`src/rtl/updown_cnt_sched.sv`:
```
// Shared modulo-2^CNT_W up/down counter with a round-robin burst scheduler.
// One requester at a time owns the counter for a burst of len steps.
module updown_cnt_sched #(
    parameter int N_REQ = 4,
    parameter int CNT_W = 2,
    parameter int LEN_W = 3
) (
    input  logic                     clk,
    input  logic                     rst_n,
    input  logic                     clr,
    input  logic [N_REQ-1:0]         req,
    input  logic [N_REQ-1:0]         dir,
    input  logic [N_REQ*LEN_W-1:0]   len,
    output logic [N_REQ-1:0]         gnt,
    output logic                     busy,
    output logic                     done,
    output logic [CNT_W-1:0]         cnt,
    output logic                     term
);

    localparam int PTR_W = (N_REQ > 1) ? $clog2(N_REQ) : 1;

    localparam logic [0:0] ST_IDLE = 1'b0;
    localparam logic [0:0] ST_RUN  = 1'b1;

    logic [0:0]       state;
    logic [LEN_W-1:0] rem;
    logic             dir_q;
    logic [PTR_W-1:0] rr_ptr;

    logic             win_vld;
    logic [PTR_W-1:0] win_idx;
    logic             win_dir;
    logic [LEN_W-1:0] win_len;
    logic [LEN_W-1:0] rem_load;
    logic [N_REQ-1:0] win_oh;
    logic [PTR_W-1:0] ptr_nxt;

    // Search starts at rr_ptr and wraps; the first set request wins.
    always_comb begin
        int unsigned      idx;
        logic [PTR_W-1:0] cand;
        win_vld = 1'b0;
        win_idx = '0;
        win_dir = 1'b0;
        win_len = '0;
        idx     = 0;
        cand    = '0;
        for (int unsigned i = 0; i < N_REQ; i++) begin
            idx  = (32'(rr_ptr) + i) % N_REQ;
            cand = PTR_W'(idx);
            if (!win_vld && req[cand]) begin
                win_vld = 1'b1;
                win_idx = cand;
                win_dir = dir[cand];
                win_len = len[idx*LEN_W +: LEN_W];
            end
        end
    end

    always_comb begin
        win_oh          = '0;
        win_oh[win_idx] = 1'b1;
        rem_load        = (win_len == '0) ? LEN_W'(1) : win_len;
        ptr_nxt         = (win_idx == PTR_W'(N_REQ - 1)) ? '0 : win_idx + PTR_W'(1);
    end

    always_ff @(posedge clk or negedge rst_n) begin
        if (!rst_n) begin
            state  <= ST_IDLE;
            cnt    <= '0;
            gnt    <= '0;
            rem    <= '0;
            dir_q  <= 1'b0;
            rr_ptr <= '0;
        end else if (clr) begin
            // Abort: rr_ptr keeps its value so fairness survives the clear.
            state <= ST_IDLE;
            cnt   <= '0;
            gnt   <= '0;
            rem   <= '0;
        end else if (state == ST_IDLE) begin
            if (win_vld) begin
                state  <= ST_RUN;
                gnt    <= win_oh;
                dir_q  <= win_dir;
                rem    <= rem_load;
                rr_ptr <= ptr_nxt;
            end
        end else begin
            cnt <= dir_q ? cnt - CNT_W'(1) : cnt + CNT_W'(1);
            rem <= rem - LEN_W'(1);
            if (rem == LEN_W'(1)) begin
                state <= ST_IDLE;
                gnt   <= '0;
            end
        end
    end

    assign busy = (state == ST_RUN);
    assign done = (state == ST_RUN) && (rem == LEN_W'(1));
    assign term = &cnt;

endmodule

```
`config.mk`:
```
export PLATFORM = sky130hd
export DESIGN_NAME = updown_cnt_sched
export DESIGN_NICKNAME = d
export VERILOG_FILES = /design/src/rtl/updown_cnt_sched.sv
export SDC_FILE = /design/constraint.sdc
export NUM_CORES = 1
export LEC_CHECK = 0
export BUFFER_PORTS_ARGS = -buffer_cell sky130_fd_sc_hd__clkbuf_2
export CAP_MARGIN = 20
export CELL_PAD_IN_SITES_DETAIL_PLACEMENT = 2
export CELL_PAD_IN_SITES_GLOBAL_PLACEMENT = 2
export CORE_ASPECT_RATIO = 0.7
export CORE_MARGIN = 2
export CORE_UTILIZATION = 35
export DETAILED_ROUTE_END_ITERATION = 8
export PLACE_DENSITY_LB_ADDON = 0.1
export SLEW_MARGIN = 20
export SYNTH_ARGS = -nofsm -noshare
export SYNTH_HDL_FRONTEND = slang
export SYNTH_SLANG_ARGS = --single-unit
export TNS_END_PERCENT = 50
```
`constraint.sdc`:
```
create_clock -name clk -period 4.75 [get_ports clk]
set_input_delay 0.2375 -clock clk [delete_from_list [all_inputs] [get_ports clk]]
set_output_delay 0.2375 -clock clk [all_outputs]
set_load 0.02 [all_outputs]
```
Yosys cells after proc, flatten, opt, wreduce, memory -nomap -nowiden. Index checks and enable logic that the tools add are counted. Widths: inputs -> output; s select.

Register bits after elaboration: 13. Input bits: 23. Output and inout port bits: 9. Word-level logic and storage cells: 96.

Add/subtract/negate cells: 7. Multiply operators: 4. Order comparisons: 6. Equality and inequality tests: 3. Shift-type cells: 4. Mux-type cells: 50. Bitwise gates (word level): 2. Reduce and logical (&&, ||, !) cells: 14.

Operators by type and width (count): $shiftx 12x5->3 (4); $mux 3 (8); $mux 1 (21); $bmux 1 s2 (8); $mul 2x2->4 const B (4); $mux 2 (8); $mux 4 (4); $lt 2x3->1 const B (5); $add 2x1->2 const B (3); $logic_and 1x1->1 (5); $add 2x2->2 const B (2); $reduce_and 2->1 (2); $eq 3x1->1 const B (1); $logic_not 1->1 (3); $logic_not 3->1 (1); $ne 3x2->1 const B (1); $reduce_and 3->1 (1); $reduce_bool 3->1 (1); $sub 3x1->3 const B (1); $demux 1 s2 (1); $eq 2x2->1 const B (1); $ge 2x1->1 const B (1); $not 1->1 (2); $reduce_bool 2->1 (1); $sub 2x1->2 const B (1).

Longest topological paths before layout. Gate-level depths: netlist of run 1.

Depth after elaboration: 19. Mapped depth: 10. Mapped depth without buffers: 7.

Worst setup path before layout of run 1. Ideal clock, no wire load.

Path type: register -> register. Start point: register rr_ptr[1]. End point: register rr_ptr[1]. Library setup time: 0.125 ns. Data arrival time: 1.773 ns. Data required time: 4.625 ns. Slack: 2.852 ns. Stages on the path, launching flop included: 10. Buffers on the path: 3. Clock period less this slack: 1.898 ns. Path through: dfrtp_1 -> buf_2 -> buf_2 -> buf_2 -> nand2_1 -> nand2_1 -> a21boi_0 -> o22a_1 -> ha_1 -> mux2_2.

Word-level cells in the longest chain between the ends: 14. Elaborated cells on any way between the ends: 29. Those cells by class: 4 x add/sub; 1 x eq/ne; 17 x mux; 7 x reduce/logical.

RTL lines: from (decl) (line 29) `logic [PTR_W-1:0] rr_ptr;`; from (signal assigned) (line 88) `rr_ptr <= ptr_nxt;`; parallel branches: the longest is 11 deep, another holds $add 2x1->2; $mux 2 (*) (line 52) `if (!win_vld && req[cand]) begin`; $add 2x1->2 / $eq 2x2->1 (equally long branches) (line 65) `ptr_nxt = (win_idx == PTR_W'(N_REQ - 1)) ? '0 : win_idx + PTR_W'(1);`; $mux 2 (*) (line 65); net ptr_nxt[1] (line 37) `logic [PTR_W-1:0] ptr_nxt;`.

Mark *: on every way through the listed nets, which the timed path passes. The select of a mux whose other input is x is not followed. A chain may end at the register's enable or synchronous reset.

Worst setup path in the final report of run 1.
Start point: register rr_ptr[1]. End point: register rem[0].

Word-level cells in the longest chain between the ends: 17. Elaborated cells on any way between the ends: 39. Those cells by class: 3 x add/sub; 4 x mul; 4 x shift; 20 x mux; 8 x reduce/logical.

RTL lines: parallel branches: the longest is 17 deep, another holds $mul 2x2->4; to (signal assigned) (line 87) `rem <= rem_load;`; to (signal assigned) (line 92) `rem <= rem - LEN_W'(1);`; to (decl) (line 27) `logic [LEN_W-1:0] rem;`.

Parallel ways; which one is timed is not known. The select of a mux whose other input is x is not followed.

==> results of run 1 <==
[where the power goes]
| part | internal (mW) | switching [mW] | leakage (nW) |
|---|---|---|---|
| clock network | 0.0580 | 0.0434 | 0.0255 |
| logic | 0.211 | 0.241 | 0.569 |
| registers | 0.145 | 0.0648 | 0.165 |
[state kept, by name, indices dropped and copies added (netlist names)]
| register | cells |
|---|---|
| gnt | 4 |
| rr_ptr | 2 |
| cnt | 2 |
| busy | 1 |
| rem | 3 |
| dir_q | 1 |
[per-stage QoR]
stage	hold slack (ns)	instances	instance area, µm²	setup slack (ns)	utilization [%]
6_report	0.290	233	1650	2.45	41.9
5_1_grt	0.299	233	1650	2.30	41.9
4_1_cts	0.283	233	1650	2.47	41.9
3_5_place_dp	0.162	228	1600	2.47	40.4
3_3_place_gp	0.155	228	1600	2.60	40.4
2_1_floorplan	-0.0581	156	1450	2.85	-
[repair_timing]
item | CTS | global route
hold buffers | 1 | 0
setup endpoints to repair | 0 | 0
hold endpoints to repair | 13 | 0
[cells in the final DEF (no fill, tap or decap), drive strengths merged, types with 5 or more instances in the layout]
master and count:
o21ai 6, nand2 13, inv 6, mux2i 8, mux2 6, nor2 13, clkbuf 34, dfrtp 13
nor3b 5, a21oi 14, ha 6
[cells by family (layout without fill, tap and decap cells)]
group                    count (synthesis)  count (layout)  synth area share, %
AND/OR/NAND/NOR                         49              49                 20.4
AO/OA/AOI/OAI                           48              48                 25.9
multiplexers                            18              18                 16.4
buffers and inverters                   18              43                 7.33
flip-flops                              13              13                 22.4
adder cells (fa/ha/maj)                  6               6                 5.17
XOR/XNOR                                 4               4                 2.41
[worst paths after layout]
kind                       startpoint      to  slack, ns  depth (start not counted)
setup / recovery            rr_ptr[1]  rem[0]       2.45                          6
hold / removal                    clr  rem[0]       0.29                          2
setup reg to reg            rr_ptr[1]  rem[0]       2.45                          6
hold reg to reg                gnt[2]  gnt[2]       0.50                          1
max in group asynchronous       rst_n   dir_q       4.08                          2
min in group asynchronous       rst_n  rem[0]       0.42                          2
[layer usage]
layer | GRT usage (%) | vias up
li1 | - | 633
met1 | 27.4 | 674
met2 | 31.5 | 31
met3 | 3.27 | 4
met4 | 2.42 | 0
met5 | 0 | -
[worst reg2reg max path, cell delays in order, from the launching register on]
cell and delay (ns):
dfrtp_1 0.92, and4bb_4 0.32, a22oi_4 0.27, a21oi_1 0.13, o22ai_2 0.21, nand4b_1 0.15
a211oi_2 0.22
[area by class of cell]
| type | instances | area [µm²] |
|---|---|---|
| fillers | 446 | 2290 |
| multi-input cells | 125 | 1020 |
| flip-flops and latches | 13 | 325 |
| inverters | 6 | 22.5 |
| clock inverters | 1 | 5.00 |
| well taps | 52 | 65.1 |
| clock buffers | 3 | 41.3 |
| repair buffers | 33 | 173 |
==> impl_metrics.toml, run 1 <==
[cells_and_area]
layout-drive-gt1-share_pct = 32.0
diodes = 0
syn2layout_area_growth_pct = 13.8
fin_nets = 211

[yosys]
yosys_warnings = 0
synth_top_area_share_pct = 22.4
ys_ff_latch = 13
yosysUniqueCellTypes = 56
async_flop_share_pct = 100
ys.flop_type = "dfrtp_1"
yosysTopAreaCell = "dfrtp_1"
yosys-top-cells-area = "dfrtp_1 (22%), mux4_2 (6.2%), mux2i_1 (5.5%), ha_1 (5.2%), a21oi_1 (4.5%)"
syn_nets = 185
synth_edf_count = 0
synthCells = 156
ys_top_cells_by_count = "a21oi_1 (13), dfrtp_1 (13), nand2_1 (13), nor2_1 (13), mux2i_1 (8)"
netlist_area_um2 = 1450
syn-mean-instance-area_um2 = 9.30
seq_area_frac_synth_pct = 22.4

[routing]
top_layer_used = "met4"
drt_first_pass_iters = 4
dr_wl_met2_mm = 1.92
met3WireLength_um = 146
drt_wl_total_mm = 4.11
vias_per_cell = 5.76
drc = 0
vias = 1342
wl_met1_mm = 2.00
postRouteAntennaNets = 0
wl_per_cell_um = 17.7
drt_iter0_drc = 41

[clock_network]
postCtsSetupRepairBufs = 0
cts_sinks = 13
clk_pin_slew_ns = 0.06
cts_tree = "yes"
ctsResizeCount = 0
cts_buffers = 3
ctsHtreeMaxLevel = 1
clk_path_buf_depth = 2
clk_latency_ns = 0.24
cts_root_buffer = "clkbuf_8"

[place]
routabilityCongestion = 0.734
io_buffers = 31
dp.final_hpwl_mm = 3.30

[setup_path]
cp-end-kind = "flop"
cp.arrival_ns = 2.46
cp_max_fo = 28
critical_path_class = "reg2reg"
critical-path-top-delay-family = "flip-flops"
cp_data_required_time_ns = 4.91
slowest_delay_ns = 0.92
crit_chain = "and4bb_4 > a22oi_4 > a21oi_1 > o22ai_2 > nand4b_1 > a211oi_2"
worstSetupStartpointType = "flop"
cp_slowest_cell = "dfrtp_1"
crit_buf_inv = 0

[global_route]
grt.total_usage_pct = 19.2
antenna_found_initial = 0
grt-ovfl-total = 0
grt_pass1_wl_mm = 6.95
grt_max_degree = 34
grt_pass1_vias = 1393

[sta]
relSlewSlack_pct = 40.6
setup_violations = 0
worst_pin_slew_ns = 0.891
finalHoldViolations = 0
clock_skew_ns = 0.00114
drv_slew = 0
fin_crit_ns = 2.30
setup-tns-final_ns = 0
rsz0062_at_grt = "no"
max_freq_ghz = 0.435
timing.final.crit_share_pct = 48.4

[power]
p_per_area_nw_per_um2 = 462
power_mw = 0.763
p_leak_nw = 0.759
irDropWorstVdd_v = 0.000168

[run_status]
status = "finished, final reports clean"

[flow_run]
cap_violations = 0

[floorplanning]
ios = 32
core_area_um2 = 3950
dieArea_um2 = 4690
fp.dieW_um = 81.0
die_h_um = 57.9
fp-row-count = 19
start_util_pct = 36.8

[hold_path]
hold_class = "in2reg"
(Power assumes the default switching activity.)
==> run 2: changes to the inputs <==
--- a/config.mk
+++ b/config.mk
@@ -11,7 +11,7 @@
 export CELL_PAD_IN_SITES_GLOBAL_PLACEMENT = 2
 export CORE_ASPECT_RATIO = 0.7
 export CORE_MARGIN = 2
-export CORE_UTILIZATION = 35
+export CORE_UTILIZATION = 33
 export DETAILED_ROUTE_END_ITERATION = 8
 export PLACE_DENSITY_LB_ADDON = 0.1
 export SLEW_MARGIN = 20
==> constraint.sdc (replaced) <==
create_clock -name clk -period 2.2 [get_ports clk]
set_input_delay 0.11 -clock clk [delete_from_list [all_inputs] [get_ports clk]]
set_output_delay 0.11 -clock clk [all_outputs]
set_load 0.02 [all_outputs]
==> impl_metrics.toml, run 2 (same netlist as run 1, synthesis figures left out) <==
[floorplanning]
fp.dieW_um = 83.3
ios = 32
die_h_um = 59.5
core_area_um2 = 4280
fp-row-count = 20
start_util_pct = 33.9
dieArea_um2 = 4950

[setup_path]
slowest_delay_ns = 0.46
crit_start = "rr_ptr[0]"
critical_path_class = "reg2reg"
r2r_setup_slack_ns = 0.18
worstReg2RegEnd = "dir_q"
cp-end-kind = "flop"
cp_slowest_cell = "dfrtp_2"
cp.arrival_ns = 2.10
reg2reg_depth = 7
r2r-start = "rr_ptr[0]"
cp_max_fo = 15
worstSetupStartpointType = "flop"
cp_data_required_time_ns = 2.28
crit_chain = "buf_4 > nor2_1 > a21oi_1 > mux2i_1 > a222oi_1 > nor4bb_1 > a211oi_1"
crit_path_end = "dir_q"

[clock_network]
cts_sinks = 13
postCtsSetupRepairBufs = 0
clk_path_buf_depth = 2
clk_latency_ns = 0.24
cts_buffers = 3
ctsHtreeMaxLevel = 1
clk_pin_slew_ns = 0.06
cts_tree = "yes"
cts_root_buffer = "clkbuf_8"

[sta]
clock_skew_ns = 0.00170
max_freq_ghz = 0.495
fin_crit_ns = 2.02
timing.final.crit_share_pct = 91.9
setup-tns-final_ns = 0
worst_pin_slew_ns = 0.770
finalHoldViolations = 0
rsz0062_at_grt = "no"
drv_slew = 0
relSlewSlack_pct = 48.4
setup_violations = 0

[hold_path]
hold_class = "in2reg"
hold-path-cell-count = 2

[routing]
drt_wl_total_mm = 4.48
drt_iter0_drc = 35
vias_per_cell = 5.60
vias = 1356
drt_first_pass_iters = 4
drc = 0
postRouteAntennaNets = 0
wl_per_cell_um = 18.5

[global_route]
grt_max_degree = 16
grt.total_usage_pct = 18.5
grt-ovfl-total = 0
grt_pass1_wl_mm = 7.27
grt_pass1_vias = 1465
antenna_found_initial = 0

[run_status]
status = "finished, final reports clean"

[place]
io_buffers = 31
routabilityCongestion = 0.818
dp.final_hpwl_mm = 3.47
dpl.cell_count = 237

[power]
p_leak_nw = 0.784
p_per_area_nw_per_um2 = 1010
irDropWorstVdd_v = 0.000286

[cells_and_area]
fin_cells = 242
largest_reg_flops = 4
diodes = 0
n_fill_cell = 466
fin_nets = 217
final_cell_mix = "clkbuf_2 (31), a21oi_1 (13), nand2_1 (13), nor2_1 (13), dfrtp_1 (12)"
layout-drive-gt1-share_pct = 34.2
largestRegisters = "gnt (4), rem (3)"
syn2layout_area_growth_pct = 17.2
layout_commonest_cell = "clkbuf_2"
top_register = "gnt"

[flow_run]
cap_violations = 0
[run 2: final cells by class]
cell class	count	area (µm²)	area share [%]
Multi-Input combinational cell	125	1020	60.0
Sequential cell	13	327	19.2
Timing Repair Buffer	39	218	12.8
Tap cell	55	68.8	4.05
Clock buffer	4	45.0	2.65
Inverter	6	22.5	1.32
[run 2: worst min path at each step]
stage / from / endpoint / slack, ns
6_report: clr / cnt[0] / 0.17
5_1_grt: clr / rem[0] / 0.18
4_1_cts: clr / cnt[0] / 0.16
3_5_place_dp: rst_n / rem[2] / 0.04
3_3_place_gp: rst_n / busy / 0.03
2_1_floorplan: rst_n / busy / -0.19
[run 2: metrics by stage]
step / total power [mW] / area (µm²) / setup slack [ns] / hold slack [ns] / utilization [%]
3_5_place_dp: 1.50 / 1640 / 0.148 / 0.0438 / 38.4
6_report: 1.72 / 1700 / 0.178 / 0.174 / 39.7
3_3_place_gp: 1.44 / 1640 / 0.245 / 0.0350 / 38.4
2_1_floorplan: 1.23 / 1450 / 0.302 / -0.186 / -
4_1_cts: 1.74 / 1700 / 0.121 / 0.165 / 39.7
5_1_grt: 1.87 / 1700 / 0.0643 / 0.180 / 39.7
[run 2: timing repair]
| item | CTS | global route |
|---|---|---|
| hold buffers | 1 | 0 |
| setup endpoints to repair | 0 | 2 |
| hold endpoints to repair | 13 | 0 |
| resized for setup | 0 | 1 |
[run 2: worst max-delay path: cells and delay by family (launching register included)]
| family | cells | cell delay (ns) |
|---|---|---|
| AOI/OAI and AO/OA | 3 | 0.62 |
| DFF | 1 | 0.46 |
| and+or+nand+nor | 2 | 0.36 |
| buffers and inverters | 1 | 0.28 |
| muxes | 1 | 0.14 |
[run 2: where the power goes]
group | internal (mW) | switching, mW
Sequential | 0.317 | 0.0944
Combinational | 0.503 | 0.594
Clock | 0.128 | 0.0880
Total | 0.948 | 0.777
[run 2: per-layer routing]
layer	global-route usage (%)	wire, µm
met1	24.7	2270
met2	32.6	2060
met3	2.92	101
met4	3.04	40
met5	0	0
